$ cat config.mk
export PLATFORM = sky130hd
export DESIGN_NAME = mult_div_unit
export DESIGN_NICKNAME = d
export VERILOG_FILES = /design/src/rtl/mult_div_unit_pkg.sv /design/src/rtl/mult_div_unit_sign_fix.sv /design/src/rtl/mult_div_unit.sv
export SDC_FILE = /design/constraint.sdc
export NUM_CORES = 1
export LEC_CHECK = 0
export ABC_AREA = 1
export ABC_CLOCK_PERIOD_IN_PS = 4000
export CORE_UTILIZATION = 53
export CTS_CLUSTER_SIZE = 8
export DETAILED_ROUTE_END_ITERATION = 10
export PLACE_DENSITY = 0.73
export SYNTH_ARGS = -nofsm -noshare
export SYNTH_HDL_FRONTEND = slang
export SYNTH_SLANG_ARGS = --single-unit
$ cat constraint.sdc
create_clock -name clk_i -period 4 [get_ports clk_i]
set_input_delay 0.6 -clock clk_i [delete_from_list [all_inputs] [get_ports clk_i]]
set_output_delay 0.6 -clock clk_i [all_outputs]
set_load 0.005 [all_outputs]
$ cat src/rtl/mult_div_unit_pkg.sv
// Shared types for the HI/LO multiply/divide unit.
//   md_op_e    : operation code carried on op_i
//   md_state_e : sequencer states
//   helpers    : operation classification
package mult_div_unit_pkg;

    typedef enum logic [1:0] {
        MD_MULT  = 2'd0,
        MD_MULTU = 2'd1,
        MD_DIV   = 2'd2,
        MD_DIVU  = 2'd3
    } md_op_e;

    typedef enum logic [1:0] {
        ST_IDLE = 2'd0,
        ST_CALC = 2'd1,
        ST_FIX  = 2'd2
    } md_state_e;

    function automatic logic md_is_signed(input md_op_e op);
        return (op == MD_MULT) || (op == MD_DIV);
    endfunction

    function automatic logic md_is_div(input md_op_e op);
        return (op == MD_DIV) || (op == MD_DIVU);
    endfunction

endpackage

$ cat src/rtl/mult_div_unit_sign_fix.sv
// Conditional two's complement negate.
//   neg_i : negate when high
//   val_i : input value, W bits
//   res_o : val_i or -val_i
module mult_div_unit_sign_fix #(
    parameter int W = 32
) (
    input  logic         neg_i,
    input  logic [W-1:0] val_i,
    output logic [W-1:0] res_o
);

    assign res_o = neg_i ? ((~val_i) + {{(W-1){1'b0}}, 1'b1}) : val_i;

endmodule

$ cat src/rtl/mult_div_unit.sv
// Iterative multiply/divide unit holding the HI/LO registers.
// MULT/MULTU use shift-add, DIV/DIVU use restoring division on operand
// magnitudes, followed by one sign-correction cycle. Fixed 33-edge latency.
//   clk_i, rst_ni      : clock, async active-low reset
//   start_i, op_i      : launch operation (sampled only in IDLE)
//   a_i, b_i           : rs / rt operands
//   mthi_i, mtlo_i     : write a_i into HI / LO (aborts a running operation)
//   hilo_read_i        : MFHI/MFLO decoded in ID
//   hi_o, lo_o         : HI/LO registers
//   busy_o, done_o     : operation in flight / one-cycle completion pulse
//   stall_o            : pipeline hold request
//
// state | meaning
// IDLE  | waiting; accepts start or HI/LO writes
// CALC  | one shift-add / restoring-divide iteration per edge
// FIX   | sign correction and HI/LO update
module mult_div_unit
    import mult_div_unit_pkg::*;
#(
    parameter int WIDTH = 32,
    parameter int ITERS = 32
) (
    input  logic             clk_i,
    input  logic             rst_ni,
    input  logic             start_i,
    input  logic [1:0]       op_i,
    input  logic [WIDTH-1:0] a_i,
    input  logic [WIDTH-1:0] b_i,
    input  logic             mthi_i,
    input  logic             mtlo_i,
    input  logic             hilo_read_i,
    output logic [WIDTH-1:0] hi_o,
    output logic [WIDTH-1:0] lo_o,
    output logic             busy_o,
    output logic             done_o,
    output logic             stall_o
);

    localparam int CNT_W = $clog2(ITERS);
    localparam int W2    = 2 * WIDTH;

    md_state_e          state_q, state_d;
    logic [CNT_W-1:0]   cnt_q;
    logic               div_q, q_sign_q, r_sign_q;
    logic [WIDTH-1:0]   opnd_q;      // multiplicand or divisor magnitude
    logic [W2-1:0]      prod_q;      // {acc, multiplier} or {remainder, dividend/quotient}
    logic [WIDTH-1:0]   hi_q, lo_q;
    logic               done_q;

    md_op_e             op;
    logic               wr, sgn, launch;
    logic [WIDTH-1:0]   a_abs, b_abs;
    logic [WIDTH:0]     mul_sum, rem_sh;
    logic [WIDTH+1:0]   diff;
    logic               borrow;
    logic [W2-1:0]      prod_res;
    logic [WIDTH-1:0]   quot_res, rem_res;
    logic               unused_diff;

    assign op     = md_op_e'(op_i);
    assign wr     = mthi_i | mtlo_i;
    assign sgn    = md_is_signed(op);
    assign launch = (state_q == ST_IDLE) && start_i && !wr;

    mult_div_unit_sign_fix #(.W(WIDTH)) u_abs_a (
        .neg_i(sgn & a_i[WIDTH-1]), .val_i(a_i), .res_o(a_abs));
    mult_div_unit_sign_fix #(.W(WIDTH)) u_abs_b (
        .neg_i(sgn & b_i[WIDTH-1]), .val_i(b_i), .res_o(b_abs));

    mult_div_unit_sign_fix #(.W(W2)) u_fix_prod (
        .neg_i(q_sign_q), .val_i(prod_q), .res_o(prod_res));
    mult_div_unit_sign_fix #(.W(WIDTH)) u_fix_quot (
        .neg_i(q_sign_q), .val_i(prod_q[WIDTH-1:0]), .res_o(quot_res));
    mult_div_unit_sign_fix #(.W(WIDTH)) u_fix_rem (
        .neg_i(r_sign_q), .val_i(prod_q[W2-1:WIDTH]), .res_o(rem_res));

    assign mul_sum = {1'b0, prod_q[W2-1:WIDTH]} + {1'b0, opnd_q};
    // Partial remainder after shifting in the next dividend bit.
    assign rem_sh  = prod_q[W2-1:WIDTH-1];
    assign diff    = {1'b0, rem_sh} - {2'b00, opnd_q};
    assign borrow  = diff[WIDTH+1];
    // A non-borrowing difference is below the divisor, so bit WIDTH is always zero.
    assign unused_diff = diff[WIDTH];

    always_ff @(posedge clk_i or negedge rst_ni) begin
        if (!rst_ni) state_q <= ST_IDLE;
        else         state_q <= state_d;
    end

    always_comb begin
        state_d = state_q;
        case (state_q)
            ST_IDLE: if (launch) state_d = ST_CALC;
            ST_CALC: begin
                if (wr)                                  state_d = ST_IDLE;
                else if (cnt_q == CNT_W'(ITERS - 1))     state_d = ST_FIX;
            end
            ST_FIX:  state_d = ST_IDLE;
            default: state_d = ST_IDLE;
        endcase
    end

    always_comb begin
        busy_o  = (state_q == ST_CALC) || (state_q == ST_FIX);
        stall_o = busy_o && (hilo_read_i || start_i);
    end

    always_ff @(posedge clk_i or negedge rst_ni) begin
        if (!rst_ni) begin
            cnt_q    <= '0;
            div_q    <= 1'b0;
            q_sign_q <= 1'b0;
            r_sign_q <= 1'b0;
            opnd_q   <= '0;
            prod_q   <= '0;
            hi_q     <= '0;
            lo_q     <= '0;
            done_q   <= 1'b0;
        end else begin
            done_q <= (state_q == ST_FIX) && !wr;
            if (launch) begin
                cnt_q    <= '0;
                div_q    <= md_is_div(op);
                q_sign_q <= sgn & (a_i[WIDTH-1] ^ b_i[WIDTH-1]);
                r_sign_q <= sgn & a_i[WIDTH-1];
                if (md_is_div(op)) begin
                    opnd_q <= b_abs;
                    prod_q <= {{WIDTH{1'b0}}, a_abs};
                end else begin
                    opnd_q <= a_abs;
                    prod_q <= {{WIDTH{1'b0}}, b_abs};
                end
            end else if (state_q == ST_CALC && !wr) begin
                cnt_q <= cnt_q + CNT_W'(1);
                if (div_q) begin
                    if (!borrow) prod_q <= {diff[WIDTH-1:0], prod_q[WIDTH-2:0], 1'b1};
                    else         prod_q <= {rem_sh[WIDTH-1:0], prod_q[WIDTH-2:0], 1'b0};
                end else begin
                    if (prod_q[0]) prod_q <= {mul_sum, prod_q[WIDTH-1:1]};
                    else           prod_q <= {1'b0, prod_q[W2-1:1]};
                end
            end

            if (mthi_i) begin
                hi_q <= a_i;
            end else if (state_q == ST_FIX && !wr) begin
                hi_q <= div_q ? rem_res : prod_res[W2-1:WIDTH];
            end
            if (mtlo_i) begin
                lo_q <= a_i;
            end else if (state_q == ST_FIX && !wr) begin
                lo_q <= div_q ? quot_res : prod_res[WIDTH-1:0];
            end
        end
    end

    assign hi_o   = hi_q;
    assign lo_o   = lo_q;
    assign done_o = done_q;

endmodule

# After elaboration in Yosys (flattened, before gate mapping)
# Index checks and enable logic that the tools add are counted.
[totals]
regBits = 171
inputBits = 72
output_inout_bits = 67
[classes]
bitwise = 10
reduce_logical = 16
n_addsub = 8
n_eq_ne = 7
n_mux = 24
[ops]
columns = ["op", "n"]
rows = [
  ["$mux W32", 12],
  ["$mux W64", 6],
  ["$add A32 B1 Y32 const B", 4],
  ["$not A32 Y32", 4],
  ["$add A64 B1 Y64 const B", 1],
  ["$not A64 Y64", 1],
  ["$sub A33 B32 Y34", 1],
  ["$add A32 B32 Y33", 1],
  ["$mux W5", 2],
  ["$eq A2 B2 Y1 const B", 3],
  ["$mux W2", 3],
  ["$reduce_bool A2 Y1", 3],
  ["$add A5 B1 Y5 const B", 1],
  ["$eq A5 B5 Y1 const B", 1],
  ["$logic_and A1 B1 Y1", 5],
  ["$logic_not A2 Y1", 2],
  ["$logic_or A1 B1 Y1", 4],
  ["$pmux W2 S2", 1],
  ["$and A1 B1 Y1", 3],
  ["$ne A3 B3 Y1 const B", 1],
  ["$eq A2 B1 Y1 const B", 1],
  ["$ne A2 B2 Y1 const B", 1],
  ["$reduce_and A2 Y1", 1],
  ["$logic_not A1 Y1", 1],
  ["2 further kinds", 2],
]

# Logic depth before layout (Yosys ltp)
[depth]
ltp_word = 6
mapped_depth = 18
mapped_depth_nobuf = 17

# Hierarchy
# A second synthesis with hierarchy kept.
[hier_totals]
hier_cells = 3744
hier_area_um2 = 21575.7
[modules_own_cells]
columns = ["module", "cells_each", "instances", "area_per_inst_um2", "seq_area_each_um2"]
rows = [
  ["mult_div_unit", 2338, 1, 14675.3, 4279.1],
  ["mult_div_unit_sign_fix (u_abs_a ...)", 227, 4, 1108.6, 0.0],
  ["mult_div_unit_sign_fix (u_fix_prod)", 498, 1, 2466.1, 0.0],
]

# Worst setup path before layout
# No wires, ideal clock.
[synth_timing]
kind = "flip-flop to flip-flop"
from = "reg prod_q[0]"
to = "reg hi_q[14], in the netlist hi_o[14]"
arrival_time_ps = 2314
path_slack_ps = 1565
setup_time_ps = 121
stages_incl_launch_ff = 14
cell_sequence = "dfrtp_1 -> inv_2 -> clkbuf_1 -> clkbuf_1 -> ha_1 -> nand3_1 -> nor2_2 -> nand3_1 -> nor2_2 -> nand3_1 -> o21ai_1 -> nand3_1 -> nand3_1 -> nand2_1"
[synth_between]
elab_chain_cells = 6
[synth_lines]
columns = ["item", "line", "text"]
rows = [
  ["start: declaration", "mult_div_unit.sv:46", "logic [W2-1:0] prod_q;"],
  ["start signal: assignment", "mult_div_unit.sv:128", "prod_q <= {{WIDTH{1'b0}}, a_abs};"],
  ["start signal: assignment", "mult_div_unit.sv:131", "prod_q <= {{WIDTH{1'b0}}, b_abs};"],
  ["start signal: assignment", "mult_div_unit.sv:136", "if (!borrow) prod_q <= {diff[WIDTH-1:0], prod_q[WIDTH-2:0], 1'b1};"],
  ["$not A64 Y64", "mult_div_unit_sign_fix.sv:13", "assign res_o = neg_i ? ((~val_i) + {{(W-1){1'b0}}, 1'b1}) : val_i;"],
  ["$add A64 B1 Y64", "mult_div_unit_sign_fix.sv:13", ""],
  ["$mux W64", "mult_div_unit_sign_fix.sv:13", ""],
  ["$mux W32", "mult_div_unit.sv:147", "hi_q <= div_q ? rem_res : prod_res[W2-1:WIDTH];"],
  ["$mux W32", "mult_div_unit.sv:146", "end else if (state_q == ST_FIX && !wr) begin"],
  ["$mux W32", "mult_div_unit.sv:144", "if (mthi_i) begin"],
  ["end signal: assignment", "mult_div_unit.sv:145", "hi_q <= a_i;"],
  ["end signal: assignment", "mult_div_unit.sv:147", ""],
  ["end: declaration", "mult_div_unit.sv:47", "logic [WIDTH-1:0] hi_q, lo_q;"],
]
# Every way passes these cells. The select of a mux whose other input is x is not followed.
# A chain may end at the register's enable or synchronous reset.

# Final worst setup path
[layout_timing]
from = "reg prod_q[42]"
to = "reg prod_q[37]"
[layout_between]
elab_chain_cells = 5
[layout_lines]
columns = ["item", "line", "text"]
rows = [
  ["$sub A33 B32 Y34", "mult_div_unit.sv:80", "assign diff = {1'b0, rem_sh} - {2'b00, opnd_q};"],
  ["$mux W64", "mult_div_unit.sv:136", ""],
  ["$mux W64", "mult_div_unit.sv:135", "if (div_q) begin"],
  ["$mux W64", "mult_div_unit.sv:133", "end else if (state_q == ST_CALC && !wr) begin"],
  ["$mux W64", "mult_div_unit.sv:121", "if (launch) begin"],
]
# Every way passes these cells. The select of a mux whose other input is x is not followed.

==> results.md <==
* Critical path data required time at 4.33 ns
* GP Congestion at 1.107
* Total core area at between 0.03 and 0.04 mm²
* Clock sink total at 171
* Hold-fix buffers, CTS at 0
* Inserted Diodes at 0
* Nets at 3348
* Kind of critical path: reg2reg
* Worst Slack Setup Final at 0.5937 ns
* DRC Markers at 0
* DR vias at 22327
* Buffers & Inverters on Critical Path at 3
* Worst stage delay on the critical path at about 0.8 ns
* Top_reg_cell synth: dfrtp_1
* Max cap viols at 0
* Slowest cell on crit path: dfrtp_1
* RSZ-0062 raised after global routing: false
* CP most frequent cell: inv_1
* Worst-skew pair later-pin latency at ~0.46 ns
* WP data arrival at 3.74 ns
* Setup slack at placement at 0.7277 ns
* Hold crit path type: in2async
* DRT antenna net count at 0
* Vias per std cell at 6.097
* Rows at 67
* Grt ovf at 0
* Sum Neg Setup Slack at 0 ns
* Final setup vio count at 0
* First-pass GRT wire length at 122.6 mm
* Worst vdd ir at 0.5018 mV
* Commonest non-fill, non-tap cells in the layout: 1051 x nand2_1, 438 x inv_1, 301 x nand3_1, 258 x nor2_1, 170 x dfrtp_1
* Max Root-Sink Buffers at 2
* Initial antenna violation count at 1
* TritonCTS Buffers at 17
* Period utilisation layout at 0.8516
* Post-Synthesis Cell Area at 0.01810 mm²
* Type of origin of the critical path: register
* Status: completed
* Initial Util at 0.5398
* Distinct cells, synth at 49
* DIE WIDTH at about 190 µm
* PostCTS Resize Cnt at 0
* Largest delay share family, worst path: simple AND/OR/NAND/NOR gates
* Power per cell area at 827.8 mW/mm²
* CP Max Fanout at 23
* Ys Warns at 0
* Clk_skew at about 0.018 ns
* Worst-Margin Slew at between 1 and 1.5 ns
* Syn-to-layout area delta at 14.25%
* # IOs at roughly 140
* Sequential element share of the synthesized area at 0.2364
* Post-CTS setup buffers at 0
* Vias in the first global route at 20418
* Max Slew Vio Count at 0
* Setup crit end kind: register
* DRT Pass-1 Iters at 8
* DP HPWL at 64.98 mm
* Leak at 10.40 nW
* CTS clk-pin slew, worst paths at approximately 0.08 ns
* Ratio of cells with drive above 1 in the final layout at 0.04169
* Synthesized area per cell at 5.848 µm²
* Minimum period implied by the final worst setup slack at 3.406 ns
* Routed len/inst at about 23 µm
* Die ar. at about 0.035 mm²
* Fillers at roughly 3200
* Post-Route WL at 82.65 mm
* Most common cell after layout, fill and taps aside: nand2_1
* Max-slew headroom at 0.2853
* CTS tree: done
* Buffers on Ports at 138
* Initial drt markers at 3176
* Root buf cell: clkbuf_16
* Hold Vio Cnt, Final at 0
* Max frequency at a little under 300 MHz
* All-Layer GR Usage at 0.4653
* Syn Nets at around 3200
* Number of flops mapped to enable cells by yosys at 0
* Die Ht at 186.8 µm
* Number of synthesized register bits at roughly 170
* Syn Inst Count at 3095
* Largest net degree at the start of global routing at 97
* H-tree lvl count at 4
* Critical path cell sequence: ha_1 > nand2_2 > inv_1 > a21oi_1 > o21bai_1 > inv_1 > nand2_1 > nand2_4 > nand2_4 > nor2_2 > inv_1 > nor2_1 > o21ai_0
* Fraction of registers with async set/reset at 1.000
## where the power goes
group / switching [mW] / total (mW) / internal, mW
Combinational: 8.42 / 12.0 / 3.61
Clock: 0.951 / 1.83 / 0.880
Sequential: 0.979 / 3.26 / 2.28
Total: 10.4 / 17.1 / 6.77
## worst paths after layout
path	startpoint	to	slack, ns	cells past startpoint
min in group clk_i	cnt_q[3]	cnt_q[3]	0.47	1
max in group asynchronous	rst_ni	hi_o[20]	2.76	2
max	prod_q[42]	prod_q[37]	0.59	13
min reg2reg	cnt_q[3]	cnt_q[3]	0.47	1
min	rst_ni	prod_q[58]	0.21	1
max reg2reg	prod_q[42]	prod_q[37]	0.59	13
## cells by family (layout without fill, tap and decap cells)
group | Yosys count | in the layout | share of synthesized area
xor+xnor | 83 | 83 | 0.04016
simple gates | 1754 | 1754 | 0.4055
flops | 171 | 171 | 0.2364
compound gates | 463 | 463 | 0.1483
buf+inv | 549 | 668 | 0.1170
fa+ha+maj | 75 | 75 | 0.05268
## cell usage after synthesis (11+ instances only)
library cell	n	area, µm²
nand4_1	45	281.5
o21ai_1	15	75.07
nand2_1	1051	3945
or2_2	11	68.82
nor2_1	264	991.0
clkbuf_1	72	270.3
dfrtp_1	171	4279
nand3_1	301	1506
buf_2	15	75.07
xnor2_1	16	140.1
o21ai_0	163	815.8
ha_1	73	913.4
inv_1	438	1644
a22oi_1	68	510.5
o211ai_1	41	307.8
a21oi_1	139	695.7
xor2_1	67	586.8
nand3b_1	13	97.59
nor3_1	29	145.1
## through the flow
stage / power [mW] / area [µm²] / instances / hold WS [ns] / utilization
finish: 17.12 / 20680 / 3662 / 0.2071 / 0.6167
global route: 18.08 / 20680 / 3662 / 0.2540 / 0.6167
CTS: 16.43 / 20680 / 3662 / 0.2349 / 0.6167
detailed placement: 14.56 / 20030 / 3630 / 0.4550 / 0.5974
global placement: 14.44 / 20030 / 3630 / 0.4533 / 0.5974
floorplan: 10.52 / 18100 / 3095 / 0.3044 / -
## state kept, by name (all words and copies together) (netlist names)
signal,cells
cnt_q,5
div_q,1
done_o,1
hi_o,32
lo_o,32
opnd_q,32
prod_q,64
q_sign_q,1
r_sign_q,1
state_q,2
## metal layers
layer / wire length, µm / up-vias / global-route usage
li1: - / 10183 / -
met1: 30030 / 10161 / 0.5757
met2: 34770 / 1619 / 0.6963
met3: 11510 / 362 / 0.1467
met4: 6324 / 2 / 0.3061
met5: 13 / - / 0
## layout make-up
| class | instances | area [µm²] | share of cell area |
|---|---|---|---|
| Clock buffer | 17 | 425.4 | 0.02057 |
| Clock inverter | 15 | 221.5 | 0.01071 |
| Inverter | 449 | 1685 | 0.08150 |
| Multi-Input combinational cell | 2375 | 11730 | 0.5672 |
| Sequential cell | 171 | 4283 | 0.2071 |
| Tap cell | 448 | 560.5 | 0.02711 |
| Timing Repair Buffer | 187 | 1775 | 0.08585 |
(Power assumes the default switching activity.)
